**config.mk**
```make
export PLATFORM = sky130hd
export DESIGN_NAME = instr_fetch_queue
export DESIGN_NICKNAME = d
export VERILOG_FILES = /design/src/rtl/fetch_pkg.sv /design/src/rtl/sync_fifo.sv /design/src/rtl/instr_fetch_queue.sv
export SDC_FILE = /design/constraint.sdc
export NUM_CORES = 1
export LEC_CHECK = 0
export ABC_AREA = 1
export BUFFER_PORTS_ARGS = -buffer_cell sky130_fd_sc_hd__buf_2
export CORE_ASPECT_RATIO = 1.75
export CORE_MARGIN = 3
export CORE_UTILIZATION = 30
export DETAILED_ROUTE_END_ITERATION = 16
export PLACE_DENSITY = 0.46
export SLEW_MARGIN = 10
export SYNTH_ARGS = -nofsm -noshare
export SYNTH_HDL_FRONTEND = slang
export SYNTH_SLANG_ARGS = --single-unit
```
**constraint.sdc**
```tcl
create_clock -name clock -period 3.65 [get_ports clock]
set_input_delay 0.1825 -clock clock [delete_from_list [all_inputs] [get_ports clock]]
set_output_delay 0.1825 -clock clock [all_outputs]
set_load 0.01 [all_outputs]
```
**src/rtl/fetch_pkg.sv**
```systemverilog
// fetch_pkg: shared defaults and constants for the instruction fetch queue
package fetch_pkg;
    localparam int DEF_DEPTH = 4;
    localparam int DEF_ADDR_W = 32;
    localparam int DEF_DATA_W = 32;
    localparam logic [31:0] RESET_PC = 32'h0000_3000;
    localparam logic [31:0] NOP_INSTR = 32'h0000_0000;
endpackage

```
**src/rtl/sync_fifo.sv**
```systemverilog
// sync_fifo: registered-storage FIFO with occupancy count and synchronous clear
module sync_fifo #(
    parameter int WIDTH = 32,
    parameter int DEPTH = 4
) (
    input  logic                     clock,
    input  logic                     reset,
    input  logic                     clear,
    input  logic                     push,
    input  logic                     pop,
    input  logic [WIDTH-1:0]         din,
    output logic [WIDTH-1:0]         dout,
    output logic [$clog2(DEPTH):0]   count
);
    localparam int AW = $clog2(DEPTH);
    logic [WIDTH-1:0] mem [DEPTH];
    logic [AW-1:0]    wptr, rptr;
    always_ff @(posedge clock or negedge reset)
        if (!reset) begin
            wptr  <= '0;
            rptr  <= '0;
            count <= '0;
        end else if (clear) begin
            wptr  <= '0;
            rptr  <= '0;
            count <= '0;
        end else begin
            wptr  <= wptr + AW'(push);
            rptr  <= rptr + AW'(pop);
            count <= count + (AW+1)'(push) - (AW+1)'(pop);
        end
    always_ff @(posedge clock)
        if (push && !clear) mem[wptr] <= din;
    assign dout = mem[rptr];
endmodule

```
**src/rtl/instr_fetch_queue.sv**
```systemverilog
// instr_fetch_queue: issues PCs to instruction memory and pairs in-order responses
// with their PCs for decode; a drop counter discards fetches orphaned by a flush.
module instr_fetch_queue
    import fetch_pkg::*;
#(
    parameter int DEPTH  = DEF_DEPTH,
    parameter int ADDR_W = DEF_ADDR_W,
    parameter int DATA_W = DEF_DATA_W
) (
    input  logic              clock,
    input  logic              reset,
    input  logic [ADDR_W-1:0] pcValue,
    input  logic              pcValid,
    output logic              pcReady,
    input  logic              flush,
    output logic              imemReqValid,
    output logic [ADDR_W-1:0] imemReqAddr,
    input  logic              imemReqReady,
    input  logic              imemRespValid,
    input  logic [DATA_W-1:0] imemRespData,
    output logic              instValid,
    output logic [DATA_W-1:0] instData,
    output logic [ADDR_W-1:0] instPc,
    output logic              instMisalign,
    input  logic              instReady,
    output logic              respError
);
    localparam int CW = $clog2(DEPTH) + 1;
    logic [CW-1:0]     pc_cnt, data_cnt, drop_cnt, outstanding, resp_dec;
    logic [ADDR_W-1:0] pc_head;
    logic [DATA_W-1:0] data_head;
    logic              credit, resp_err, resp_push, pop;
    always_comb begin
        outstanding  = pc_cnt - data_cnt;
        credit       = (({1'b0, pc_cnt} + {1'b0, drop_cnt}) < (CW+1)'(DEPTH)) && !flush;
        imemReqValid = pcValid && credit;
        pcReady      = imemReqValid && imemReqReady;
        imemReqAddr  = pcValue;
        resp_err     = imemRespValid && drop_cnt == '0 && outstanding == '0;
        resp_push    = imemRespValid && !flush && drop_cnt == '0 && outstanding != '0;
        resp_dec     = CW'(imemRespValid && !resp_err);
        instValid    = data_cnt != '0;
        pop          = instValid && instReady && !flush;
        instData     = instValid ? data_head : DATA_W'(NOP_INSTR);
        instPc       = instValid ? pc_head : ADDR_W'(RESET_PC);
        instMisalign = instPc[1:0] != 2'b00;
    end
    // A flush converts every outstanding fetch into one that must be dropped on return
    always_ff @(posedge clock or negedge reset)
        if (!reset) begin
            drop_cnt  <= '0;
            respError <= 1'b0;
        end else begin
            drop_cnt  <= flush ? drop_cnt + outstanding - resp_dec
                               : drop_cnt - CW'(imemRespValid && drop_cnt != '0);
            respError <= respError || resp_err;
        end
    sync_fifo #(.WIDTH(ADDR_W), .DEPTH(DEPTH)) pc_q (
        .clock(clock), .reset(reset), .clear(flush), .push(pcReady), .pop(pop),
        .din(pcValue), .dout(pc_head), .count(pc_cnt)
    );
    sync_fifo #(.WIDTH(DATA_W), .DEPTH(DEPTH)) data_q (
        .clock(clock), .reset(reset), .clear(flush), .push(resp_push), .pop(pop),
        .din(imemRespData), .dout(data_head), .count(data_cnt)
    );
endmodule

```
### Yosys cells after proc, flatten, opt, wreduce, memory -nomap -nowiden

Memory sizes are Yosys's and may differ from the RTL's.
Index checks and enable logic that the tools add are counted.

* register bits after elaboration: 18
* latch bits: 0
* bits in writable memories: 256
* ROM bits: 0
* output and inout port bits: 101
* logic and storage cells: 60
* memories kept: 2

Memory list
* data_q.mem: depth 4, bits a word 32, read ports 1, clocked after Yosys merged registers in 0, wr ports 1, line sync_fifo.sv:16 `logic [WIDTH-1:0] mem [DEPTH];`
* pc_q.mem: depth 4, bits a word 32, read ports 1, clocked after Yosys merged registers in 0, wr ports 1, line sync_fifo.sv:16

* add/subtract/negate cells: 13
* multiply operators: 0
* div/mod/pow operators: 0
* order comparisons: 1
* equal/unequal tests: 0
* shift operators: 0
* muxes and demuxes: 13
* bitwise logic cells: 0
* reductions and logical operators: 23

Operators with widths (number)
* $mux 32: 2
* $logic_and 1x1->1: 14
* $sub 3x1->3: 4
* $mux 3: 3
* $reduce_bool 3->1: 3
* $add 2x1->2: 4
* $mux 2: 4
* $add 3x1->3: 2
* $logic_not 3->1: 2
* $add 3x3->4: 1
* $lt 4x3->1 const B: 1
* $mux 1: 4
* $add 3x3->3: 1
* $sub 3x3->3: 1
* $logic_not 1->1: 2
* $reduce_bool 2->1: 1
* $logic_or 1x1->1: 1

### Longest topological paths before layout

Gate-level depths: netlist of the first run.

* word-level depth: 8
* depth in mapped cells: 23
* depth with buffers taken out: 23

### Cells and area by module

From an unflattened synthesis of the first run, not the netlist that was laid out.

* cell total of the unflattened synthesis: 1081
* area total of the unflattened synthesis: 12194.2 um2

By module, submodules not included
* sync_fifo: instances 2, cells each 415, area each 5432.7 um2, sequential area each 4018.9 um2
* instr_fetch_queue: instances 1, cells each 251, area each 1328.8 um2, sequential area each 100.1 um2

### Worst setup path after synthesis of the first run

OpenSTA, ideal clock, no wires.

* path kind: reg2reg
* start point: register pc_q.count[1]
* end point: memory pc_q.mem[0][0], enable pin
* arrival: 3.416 ns
* data required time: 3.189 ns
* slack: -0.227 ns
* stages on the path, launching flop included: 7
* period minus slack after synthesis: 3.877 ns
* path through: dfrtp_1 ha_1 nand3_1 nand3b_1 nor2_1 nand2_1 nor3_1

* cells in the longest elaborated chain, start to end: 8

RTL lines
* start, declared: line sync_fifo.sv:13 `output logic [$clog2(DEPTH):0] count`
* start signal, assigned: line sync_fifo.sv:30 `count <= count + (AW+1)'(push) - (AW+1)'(pop);`
* $add 3x3->4: line instr_fetch_queue.sv:35 `credit = (({1'b0, pc_cnt} + {1'b0, drop_cnt}) < (CW+1)'(DEPTH)) && !flush;`
* $lt 4x3->1: line instr_fetch_queue.sv:35
* $logic_and 1x1->1: line instr_fetch_queue.sv:35
* $logic_and 1x1->1: line instr_fetch_queue.sv:36 `imemReqValid = pcValid && credit;`
* net imemReqValid: line instr_fetch_queue.sv:16 `output logic imemReqValid,`
* $logic_and 1x1->1: line instr_fetch_queue.sv:37 `pcReady = imemReqValid && imemReqReady;`
* $logic_and 1x1->1: line sync_fifo.sv:33 `if (push && !clear) mem[wptr] <= din;`
* $mux 1: line sync_fifo.sv:33
* $mux 1 (not written as such): line sync_fifo.sv:33
* end, declared: line sync_fifo.sv:16

The timed path passes the listed nets, and every way through them passes these cells.

### Worst setup path in the final report of the first run

* start point: register data_q.count[0]
* end point: register data_q.count[2]

* cells in the longest elaborated chain, start to end: 6
* elaborated cells on any way between the ends: 9

RTL lines
* start, declared: line sync_fifo.sv:13
* start signal, assigned: line sync_fifo.sv:30
* $sub 3x3->3: line instr_fetch_queue.sv:34 `outstanding = pc_cnt - data_cnt;`
* $reduce_bool 3->1: line instr_fetch_queue.sv:40 `resp_push = imemRespValid && !flush && drop_cnt == '0 && outstanding != '0;`
* $logic_and 1x1->1: line instr_fetch_queue.sv:40
* $add 3x1->3: line sync_fifo.sv:30
* $sub 3x1->3 *: line sync_fifo.sv:30
* $mux 3 *: line sync_fifo.sv:23 `end else if (clear) begin`

Every way passes the cells marked *; elsewhere a longest branch is shown, timed or not.

==> results of run 1 <==
## flip-flops by register name (all words and copies together), names as in the netlist
signal,count
data_q.wptr,2
pc_q.wptr,2
pc_q.count,3
drop_cnt,3
pc_q.rptr,2
data_q.rptr,2
pc_q.mem,128
data_q.mem,128
data_q.count,3
respError,1
## worst paths after layout
| check | endpoint | cells past startpoint | startpoint | slack, ns |
|---|---|---|---|---|
| hold / removal | pc_q.rptr[1] | 2 | flush | 0.04 |
| min in group asynchronous | drop_cnt[0] | 2 | reset | 0.14 |
| max in group asynchronous | pc_q.rptr[0] | 2 | reset | 3.16 |
| hold reg to reg | respError | 2 | respError | 0.51 |
| setup reg to reg | data_q.count[2] | 16 | data_q.count[0] | 0.56 |
| setup / recovery | data_q.count[2] | 16 | data_q.count[0] | 0.56 |
## power breakdown
group / total, W / internal (W) / switching (W)
logic: 0.00245 / 0.000836 / 0.00162
clock network: 0.00256 / 0.00144 / 0.00112
registers: 0.00365 / 0.00357 / 0.0000769
total: 0.00866 / 0.00585 / 0.00281
## final cells by class
| class | count | area [µm²] | share of cell area |
|---|---|---|---|
| Tap cell | 480 | 601 | 0.0429 |
| Clock buffer | 35 | 716 | 0.0512 |
| Clock inverter | 10 | 76.3 | 0.00546 |
| Inverter | 42 | 158 | 0.0113 |
| Sequential cell | 274 | 8140 | 0.582 |
| Timing Repair Buffer | 253 | 1630 | 0.117 |
| Multi-Input combinational cell | 560 | 2670 | 0.191 |
## cells in the mapped netlist
cell type	instances
nor2_1	266
edfxtp_1	256
o21ai_0	124
a21oi_1	69
nand2_1	53
inv_1	40
buf_4	36
dfrtp_1	18
buf_2	16
buf_6	16
ha_1	16
clkbuf_1	11
o21ai_1	7
nand3_1	6
nor3_1	6
fa_1	4
inv_2	2
nand3b_1	2
xnor2_1	2
xor2_1	2
and3_1	1
clkbuf_2	1
clkbuf_8	1
nor2_4	1
or2_4	1
## per-layer routing
layer / global-route usage / wire (µm) / up-vias
li1: - / - / 3671
met1: 0.149 / 10800 / 3636
met2: 0.265 / 15300 / 172
met3: 0.0181 / 1130 / 36
met4: 0.0358 / 567 / 0
met5: 0 / 0 / -
## cells by family after synthesis
logic type      count (synthesis)  synth area share
fa+ha+maj                      20            0.0244
flops                         274             0.708
xor+xnor                        4           0.00305
simple gates                  336             0.113
buf+inv                       123            0.0651
compound gates                200            0.0870
## critical path: stages (launching register included)
cell	delay, ns
dfrtp_1	0.43
ha_1	0.21
fa_1	0.40
inv_1	0.09
nand2_1	0.06
nand2_1	0.07
nand2_1	0.04
nand2_1	0.10
nand2_1	0.06
nand2_1	0.33
ha_1	0.31
inv_1	0.06
ha_1	0.13
inv_1	0.05
fa_1	0.38
and3_1	0.18
nor3_1	0.11
## per-stage QoR
step	power [W]	setup slack [ns]
floorplan	0.00535	-0.227
global placement	0.00617	0.574
detailed placement	0.00619	0.544
CTS	0.00885	0.534
global route	0.00923	0.205
finish	0.00866	0.564
==> metrics, run 1 <==
Inserted Diodes=0; placed inst area=roughly 13000 µm²; synth warn=0; Max Slew Vio Count=0; TNS Setup=0 ns; post-cts repair resize count=0; Longest Clk Path Bufs=3; cts-stage hold buffer count=65; nets=~1200; Max Freq=around 0.32 GHz; Syn Nets=approximately 1000; CTS tree=yes; Tot GR Track Use=0.135; htree depth=1; Synth cell types=25; final setup fails=0; Fin. Hold Viols=0; Root Driver=clkbuf_16; IO Count=between 150 and 200; Setup Skew=between 0.015 and 0.02 ns; post-synth top area share=0.668; die area=between 40000 and 50000 µm²; total congestion overflow=0; Tcrit/Tclk final=0.846; 1st-pass router iterations=6; placed cell count=approximately 1500; Worst-path clk slew=around 0.06 ns; Post-CTS Setup Inserts=0; DRC viols=0; status=finished clean; core area=approximately 38000 µm²; Port Buffers=about 170; Yosys reg bits=about 270; commonest cells after routing, fill and taps aside=nor2_1, edfxtp_1, buf_2; fin area=approximately 14000 µm²; Max rail drop VDD=about 0.37 mV; P_leak=5.33 nW; WS Path Type=reg2reg; latest clock arrival within the worst-skew pair=0.54 ns; GP Congestion=0.711; Die H=265 µm; Initial DRC Count=around 320; min Tclk post-route=between 3 and 4 ns; Core Rows=94; most common library cell in the layout ignoring fill and taps=nor2_1; Critical Path AT=roughly 3.6 ns; slew at the pin with the worst max-slew slack=roughly 1 ns; vias in the first global route=7829; total wire length=between 20 and 30 mm; top cells by area, synth=edfxtp_1, nor2_1, o21ai_0, dfrtp_1, a21oi_1; Max transition margin=0.345; Initial Utilization=0.305; Fin Hold WS=about 0.043 ns; power per cell area=~620 nW/µm²; Detail Route Antenna Nets=0; proportion of layout cells with a drive suffix above 1=0.202; Syn Std Cell Area=11500 µm²; final core utilization=0.371; Mapped Cells=around 960; critical path peak fanout=6; Hold Path Class=in2reg; Seq/Total Area, Yosys=0.708; Yosys top cell by area=edfxtp_1; final cell count without fillers=around 1700; CTS Sinks=around 270; die width=approximately 150 µm; initial antenna violation count=0; drt wl/cell=16.8 µm; placed wire-length estimate=16.1 mm; first-pass GRT wire length=around 43 mm; largest net degree at the start of global routing=66; Synth Area per Inst=between 10 and 15 µm²; synthesis-to-layout area growth=21.6%; routed vias/inst=between 4 and 5; CP endpoint kind=flop; Required @ worst endpoint=around 4.1 ns; RSZ-0062 raised after global routing=false; fillcell total=3657; type of origin of the critical path=flop; CTS Buf Count=27; max-cap viol count=0; vias=about 7500
No activity file was read; power rests on OpenSTA's default activity.
==> inputs of run 2 (changes only) <==
- PLACE_DENSITY: 0.46 -> 0.44
- clock period: 3.65 -> 3.2 ns (I/O delays scaled with it)
==> run 2 against run 1 <==
  * Via count grew 0.92%
  * Critical path type unchanged
  * Sequential share of layout area fell by 0.88 points
  * Critical path depth grew 6
  * Worst setup slack worse by 0.35 ns
  * First-iteration DRC count shrank 6.2%
  * Register-to-register slack got worse by 0.35 ns
==> metrics, run 2 (synthesis gave the netlist of run 1 again) <==
status=finished clean; crit path from=data_q.count[0]; CTS Sinks=274; routed vias/inst=~4.5; placed wire-length estimate=approximately 16 mm; Die H=roughly 270 µm; worst r2r src=data_q.count[0]; first-pass GRT wire length=42.8 mm; CTS Buf Count=28; Fin. Hold Viols=0; 1st-pass router iterations=4; htree depth=1; placed inst area=roughly 13000 µm²; Core Rows=94; power per cell area=approximately 710 nW/µm²; Hold Path Class=in2reg; Reg2Reg Setup Slack=roughly 0.21 ns; synthesis-to-layout area growth=23.5%; Inserted Diodes=0; Longest Clk Path Bufs=3; pre-CTS WS=roughly 0.056 ns; vias=around 7600; Required @ worst endpoint=~3.6 ns; Tcrit/Tclk final=0.934; Max Slew Vio Count=0; Initial DRC Count=a little over 300; GP Congestion=0.721; Initial Utilization=0.305; Root Driver=clkbuf_16; CP endpoint kind=flop; max-cap viol count=0; slew at the pin with the worst max-slew slack=roughly 1 ns; IO Count=172; WS Path Type=reg2reg; die area=about 41000 µm²; total wire length=approximately 27 mm; drt wl/cell=between 15 and 20 µm; P_leak=~5.4 nW; post-layout worst setup margin=0.212 ns; type of origin of the critical path=flop; critical path peak fanout=3; most common library cell in the layout ignoring fill and taps=nor2_1; proportion of layout cells with a drive suffix above 1=0.216; DRC viols=0; fin area=approximately 14000 µm²; Max transition margin=0.331; final setup fails=0; largest net degree at the start of global routing=66; Critical Path AT=about 3.4 ns; CTS tree=yes; core area=37800 µm²; Max rail drop VDD=0.529 mV; hold wc startpoint=imemRespValid; Tot GR Track Use=0.131; initial antenna violation count=0; total congestion overflow=0; final cell count without fillers=between 1500 and 2000; Detail Route Antenna Nets=0; Worst-path clk slew=about 0.060 ns; Setup Skew=slightly above 0.007 ns; nets=1257; placed cell count=between 1500 and 2000; Port Buffers=approximately 170; vias in the first global route=7908; die width=~150 µm; Top Registers=data_q.mem (128), pc_q.mem (128); Fin Hold WS=slightly below 0.08 ns; min Tclk post-route=around 3 ns; latest clock arrival within the worst-skew pair=roughly 0.55 ns; Max Freq=between 0.3 and 0.4 GHz; commonest cells after routing, fill and taps aside=nor2_1, edfxtp_1, buf_2
-- run 2: cell type report --
class                   instances  area [µm²]
inverters                      42         158
clock inverters                16         110
repair buffers                260        1740
multi-input cells             560        2680
fillers                      3637       23500
well taps                     480         601
clock buffers                  36         782
flip-flops and latches        274        8140
-- run 2: report_power, final --
| part | switching [W] | internal [W] | total [W] |
|---|---|---|---|
| registers | 0.0000885 | 0.00407 | 0.00416 |
| clock network | 0.00135 | 0.00180 | 0.00315 |
| logic | 0.00184 | 0.000993 | 0.00283 |
-- run 2: worst max-delay path, cell delays in order (launching register included) --
cell and delay (ns):
dfrtp_1 0.42, ha_2 0.20, fa_2 0.36, inv_2 0.07, nand2_1 0.06, nand2_1 0.07, nand2_1 0.06, nand2_2 0.08
nand3b_1 0.10, nand2_1 0.07, inv_1 0.04, ha_1 0.26, inv_1 0.04, ha_1 0.19, fa_2 0.39, inv_2 0.07
nand2_1 0.06, nand2_1 0.06, nand2_1 0.06, nand2_1 0.07, nand2_1 0.05, nand3_1 0.07, nand2_1 0.05
-- run 2: routing by layer --
layer  wire length (µm)  global-route usage  vias to the layer above
met3               1280              0.0202                       47
met2              14700               0.256                      173
met4                658              0.0404                        0
li1                   -                   -                     3687
met5                  0                   0                        -
met1              10600               0.144                     3677
-- run 2: path summary, 6_finish.rpt --
path | endpoint | cells past startpoint
setup / recovery | drop_cnt[2] | 22
hold / removal | drop_cnt[0] | 5
setup reg to reg | drop_cnt[2] | 22
hold reg to reg | respError | 2
max in group asynchronous | data_q.rptr[0] | 2
min in group asynchronous | pc_q.wptr[0] | 2
-- run 2: stage by stage --
stage / util / TNS [ns] / power, W
after CTS: 0.375 / 0 / 0.0103
after global placement: 0.334 / 0 / 0.00704
after global routing: 0.376 / -0.00630 / 0.0108
after floorplan: - / -86.62 / 0.00611
after detailed placement: 0.334 / 0 / 0.00707
final: 0.376 / 0 / 0.0101
-- run 2: repair_timing --
item | in CTS | in global routing
hold buffers | 66 | 0
gates resized for setup | 0 | 6
endpoints found under the setup margin | 0 | 1
setup buffers | 0 | 3
hold endpoints to repair | 277 | 0
